**src/rtl/lut_seq_pkg.sv**
```systemverilog
// Shared types and constants for the programmable truth-table cell.
package lut_seq_pkg;

  typedef enum logic [1:0] {
    IDLE   = 2'd0,
    LOAD   = 2'd1,
    COMMIT = 2'd2
  } cfg_state_t;

  // Reset truth table of the classic three-input cell (minterms 0,2,4,6).
  localparam logic [7:0] LUT_INIT_DEFAULT = 8'h55;

  // sum(0,2,4,6,7): the default function with minterm 7 added.
  localparam logic [7:0] LUT_SUM_02467 = 8'hD5;

  // The default pattern repeated so any legal depth (up to 64) can slice it.
  localparam logic [63:0] LUT_INIT_PATTERN = {8{LUT_INIT_DEFAULT}};

  // Truth-table depth for an n-input cell.
  function automatic int depth_of(input int n);
    return 1 << n;
  endfunction

endpackage

```
**src/rtl/lut_cfg_loader.sv**
```systemverilog
// Serial truth-table loader: gathers DEPTH bits into a shadow register and
// raises a one-cycle commit so the owner can swap the table atomically.
module lut_cfg_loader
  import lut_seq_pkg::*;
#(
  parameter int N_IN = 3,
  localparam int DEPTH = depth_of(N_IN),
  localparam int CW = (N_IN < 1) ? 1 : N_IN
) (
  input  logic             clk,
  input  logic             rst,
  input  logic             cfg_start,
  input  logic             cfg_valid,
  input  logic             cfg_bit,
  output logic             cfg_ready,
  output logic             commit,
  output logic             busy,
  output logic [DEPTH-1:0] shadow
);

  cfg_state_t       state, state_next;
  logic [CW-1:0]    count, count_next;
  logic [DEPTH-1:0] shadow_next;

  // State, bit counter and shadow table registers.
  always_ff @(posedge clk or posedge rst) begin
    if (rst) begin
      state  <= IDLE;
      count  <= '0;
      shadow <= '0;
    end else begin
      state  <= state_next;
      count  <= count_next;
      shadow <= shadow_next;
    end
  end

  // Next-state logic; a restart keeps stale shadow bits and drops a coincident bit.
  always_comb begin
    state_next  = state;
    count_next  = count;
    shadow_next = shadow;
    case (state)
      IDLE: begin
        if (cfg_start) begin
          state_next = LOAD;
          count_next = '0;
        end
      end
      LOAD: begin
        if (cfg_start) begin
          count_next = '0;
        end else if (cfg_valid) begin
          shadow_next[count] = cfg_bit;
          if (count == CW'(DEPTH - 1)) begin
            state_next = COMMIT;
          end else begin
            count_next = count + CW'(1);
          end
        end
      end
      COMMIT: begin
        state_next = IDLE;
      end
      default: begin
        state_next = IDLE;
      end
    endcase
  end

  assign cfg_ready = (state == LOAD);
  assign commit    = (state == COMMIT);
  assign busy      = (state != IDLE);

endmodule

```
**src/rtl/lut_seq_cell.sv**
```systemverilog
// Programmable N-input truth-table cell with registered raw and gated outputs.
// The active table is swapped only on the loader's commit cycle, so every
// evaluation sees either the whole old table or the whole new one.
module lut_seq_cell
  import lut_seq_pkg::*;
#(
  parameter int N_IN = 3,
  parameter logic [2**N_IN-1:0] INIT = LUT_INIT_PATTERN[2**N_IN-1:0]
) (
  input  logic            clk,
  input  logic            rst,
  input  logic            in_valid,
  input  logic [N_IN-1:0] in_sel,
  input  logic            gate,
  output logic            out_valid,
  output logic            out_e,
  output logic            out_f,
  input  logic            cfg_start,
  input  logic            cfg_valid,
  input  logic            cfg_bit,
  output logic            cfg_ready,
  output logic            cfg_done,
  output logic            busy
);

  localparam int DEPTH = depth_of(N_IN);

  logic [DEPTH-1:0] active_table;
  logic [DEPTH-1:0] shadow;
  logic             commit;

  lut_cfg_loader #(
    .N_IN(N_IN)
  ) u_loader (
    .clk      (clk),
    .rst      (rst),
    .cfg_start(cfg_start),
    .cfg_valid(cfg_valid),
    .cfg_bit  (cfg_bit),
    .cfg_ready(cfg_ready),
    .commit   (commit),
    .busy     (busy),
    .shadow   (shadow)
  );

  assign cfg_done = commit;

  // Active table: reverts to INIT on reset, takes the shadow on commit.
  always_ff @(posedge clk or posedge rst) begin
    if (rst) begin
      active_table <= INIT;
    end else if (commit) begin
      active_table <= shadow;
    end
  end

  // Evaluation pipeline: one result per cycle, outputs hold when idle.
  always_ff @(posedge clk or posedge rst) begin
    if (rst) begin
      out_valid <= 1'b0;
      out_e     <= 1'b0;
      out_f     <= 1'b0;
    end else begin
      out_valid <= in_valid;
      if (in_valid) begin
        out_e <= active_table[in_sel];
        out_f <= active_table[in_sel] & gate;
      end
    end
  end

endmodule

```
**config.mk**
```make
export PLATFORM = sky130hd
export DESIGN_NAME = lut_seq_cell
export DESIGN_NICKNAME = d
export VERILOG_FILES = /design/src/rtl/lut_seq_pkg.sv /design/src/rtl/lut_cfg_loader.sv /design/src/rtl/lut_seq_cell.sv
export SDC_FILE = /design/constraint.sdc
export NUM_CORES = 1
export LEC_CHECK = 0
export ABC_AREA = 1
export BUFFER_PORTS_ARGS = -buffer_cell sky130_fd_sc_hd__buf_2
export CORE_MARGIN = 2
export CORE_UTILIZATION = 25
export CTS_BUF_LIST = sky130_fd_sc_hd__clkbuf_2
export DETAILED_ROUTE_END_ITERATION = 12
export PLACE_DENSITY_LB_ADDON = 0.05
export SKIP_CTS_REPAIR_TIMING = 1
export SLEW_MARGIN = 10
export SYNTH_ARGS = -nofsm -noshare
export SYNTH_HDL_FRONTEND = slang
export SYNTH_SLANG_ARGS = --single-unit
export TNS_END_PERCENT = 5
```
**constraint.sdc**
```tcl
create_clock -name clk -period 1.53 [get_ports clk]
set_input_delay 0.0765 -clock clk [delete_from_list [all_inputs] [get_ports clk]]
set_output_delay 0.0765 -clock clk [all_outputs]
set_load 0.005 [all_outputs]
```
==> implementation parameters <==
Parameter                              Value

Placement
  Port-buffer cells ... 15
  Post-place instance area ... 1280 um2
  DP Wirelength ... 1750 um
  Final weighted congestion in routability-driven placement ... 0.758
  Cell count after placement ... 202

Timing
  Maximum frequency from static timing analysis ... 698 MHz
  Unrepaired setup endpoints after global routing ... false
  Hold violation total from the final report ... 0
  Total Negative Setup Slacks ... 0 ps
  Final setup violation count ... 0
  Clock Skews ... 21.3 ps
  Slew margin rel. ... 78.3%
  Transition time at the pin with the least slew margin ... 322 ps
  Worst slack on hold paths ... 27.8 ps
  Max Slew Vio Count ... 0
  Final worst path period share ... 93.6%
  Crit path time final ... 1430 ps

Floorplanning
  Initial standard-cell utilization of the core ... 25.9%
  Die width ... 70.9 um
  Die H ... 70.9 um
  Num ports ... 16
  Area enclosed by the die boundary ... 5030 um2
  Placeable core region ... 4320 um2
  Cell Rows ... 24

CTS
  CTS tree ... done
  Root Driver ... sky130_fd_sc_hd__clkbuf_2
  Clock slew at reported path FFs ... 260 ps
  CTS max path bufs ... 2
  Number of clock sinks seen by CTS ... 24
  # H-tree levels ... 1
  Clock latency on the worst-skew pair ... 370 ps
  Total CTS buffers ... 3

Route
  Wire length per cell after detailed routing ... 11.1 um
  Pre-antenna DRT Iters ... 4
  Vias per cell ... 4.25
  Final Routed Wirelength ... 2340 um
  Post-route DRC ... 0
  Number of DRC violations after detailed-routing iteration 0 ... 49
  Number of vias after detailed routing ... 896
  Residual antenna-violating net count after detailed routing ... 0

Run
  Count of max-cap constraint violations ... 0

Synth
  Most used standard cell by instance count after synthesis ... sky130_fd_sc_hd__nand2_1
  Area share of the leading cell type in the synthesized netlist ... 44.7%
  Count of state elements after synthesis ... 24
  Post-synthesis area per instance ... 8.41 um2
  Unique masters post-synth ... 18
  Dominant cell type by area after synthesis ... sky130_fd_sc_hd__dfrtp_1
  Commonest register cell after synthesis ... sky130_fd_sc_hd__dfrtp_1
  Warning count from the yosys run ... 0
  Post-Syn Instances ... 133
  Cell Area, Synth ... 1120 um2
  Share of flip-flops with an asynchronous set or reset ... 100%
  Most instantiated cells after synthesis ... sky130_fd_sc_hd__nand2_1 (37), sky130_fd_sc_hd__inv_1 (22), sky130_fd_sc_hd__dfrtp_1 (20)
  Number of enable flip-flop cells after synthesis ... 0
  Synthesized net count ... 145
  Proportion of synthesized chip area in sequential cells ... 54.1%
  Biggest area contributors in the synthesized netlist ... sky130_fd_sc_hd__dfrtp_1 (45%), sky130_fd_sc_hd__nand2_1 (12%), sky130_fd_sc_hd__dfstp_2 (9.4%), sky130_fd_sc_hd__inv_1 (7.4%), sky130_fd_sc_hd__o21ai_0 (5.4%)

Global route
  Wire length of the first global-routing pass ... 3950 um
  Via count of the first global-routing pass ... 878
  Largest net degree at the start of global routing ... 25
  GRT Overall Usage ... 10.2%
  Number of antenna violations at the first check in global routing ... 0
  Grt ovf ... 0

Cells and area
  Post-route non-filler standard cell count ... 211
  Post-layout instance area ... 1350 um2
  Final core utilization ... 31.2%
  Ant. Diodes ... 0
  Post-layout net count ... 172
  Area growth from synthesis to layout ... 20.5%
  Layout cells sized above 1 ... 21.4%
  Fillcell total ... 499

Outcome
  Outcome ... completed

Setup path
  Critical path class ... register to register
  CP required ... 1820 ps
  Kind of start point of the critical path ... register
  Critical path capture point type ... register
  Peak fanout along the critical path ... 6
  CP arrival ... 1720 ps

Pwr
  Power density over cell area ... 942 nW/um2
  Static power due to leakage ... 0.665 nW
  Maximum vdd drop ... 258 uV

Worst hold path
  Hold WC Path Type ... input port to register
-- worst paths after layout --
check | end | from | depth (start not counted) | slack [ps]
max | u_loader.count[1] | u_loader.count[0] | 7 | 100
min | u_loader.state[1] | cfg_start | 4 | 30
max reg2reg | u_loader.count[1] | u_loader.count[0] | 7 | 100
min reg2reg | active_table[4] | u_loader.shadow[4] | 2 | 510
max in group asynchronous | active_table[6] | rst | 4 | 970
min in group asynchronous | u_loader.state[1] | rst | 4 | 240
-- cell usage in the layout (no fill, tap or decap), types with 2 or more instances in the layout --
| cell type | n |
|---|---|
| sky130_fd_sc_hd__buf_2 | 15 |
| sky130_fd_sc_hd__buf_4 | 4 |
| sky130_fd_sc_hd__clkbuf_2 | 3 |
| sky130_fd_sc_hd__dfrtp_1 | 20 |
| sky130_fd_sc_hd__dfstp_2 | 4 |
| sky130_fd_sc_hd__dlygate4sd3_1 | 4 |
| sky130_fd_sc_hd__ha_1 | 2 |
| sky130_fd_sc_hd__inv_1 | 22 |
| sky130_fd_sc_hd__nand2_1 | 37 |
| sky130_fd_sc_hd__nand3_1 | 11 |
| sky130_fd_sc_hd__nor2_1 | 4 |
| sky130_fd_sc_hd__nor2_4 | 4 |
| sky130_fd_sc_hd__o21ai_0 | 12 |
| sky130_fd_sc_hd__o21ai_1 | 9 |
-- worst max-delay path, stage by stage (launching register included) --
cell	delay, ps
sky130_fd_sc_hd__dfrtp_1	440
sky130_fd_sc_hd__ha_1	200
sky130_fd_sc_hd__ha_1	190
sky130_fd_sc_hd__o21ai_1	120
sky130_fd_sc_hd__nand2_1	110
sky130_fd_sc_hd__nor2_4	140
sky130_fd_sc_hd__nand3_1	80
sky130_fd_sc_hd__o21ai_0	80
-- power breakdown --
group | switching, W | leakage [nW] | internal (W)
sequential | 0.0000522 | 0.302 | 0.000726
combinational | 0.000124 | 0.349 | 0.000100
clock | 0.000210 | 0.0140 | 0.0000567
-- routing by layer --
metal,wire [um],vias to the layer above,GRT usage (%)
li1,-,468,-
met1,1100,411,12.2
met2,1100,12,16.8
met3,94,5,2.71
met4,46,0,5.03
met5,0,-,0
-- cell families (layout without fill, tap and decap cells) --
family,after synthesis,count (layout),share of synthesized area (%)
compound gates,21,21,9.40
fa+ha+maj,2,2,2.24
buf+inv,24,50,8.16
flops,24,24,54.1
simple gates,62,62,26.1
-- cell type report --
cell class | count | area (um2) | area share [%]
Inverter | 23 | 86.3 | 6.41
Multi-Input combinational cell | 85 | 427 | 31.7
Tap cell | 52 | 65.1 | 4.83
Timing Repair Buffer | 23 | 145 | 10.8
Clock inverter | 1 | 3.75 | 0.279
Clock buffer | 3 | 15.0 | 1.11
Sequential cell | 24 | 606 | 44.9
-- state kept, by name (all words and copies together), names as in the netlist --
register,count
active_table,8
out_e,1
out_f,1
out_valid,1
u_loader.count,3
u_loader.shadow,8
u_loader.state,2
-- per-stage QoR --
step / total power (W) / setup slack [ps]
floorplan: 0.000924 / 147
global placement: 0.000997 / 97.6
detailed placement: 0.00100 / 29.9
CTS: 0.00126 / -16.1
global route: 0.00136 / 5.98
finish: 0.00127 / 97.6
No activity file was read; power rests on OpenSTA's default activity.
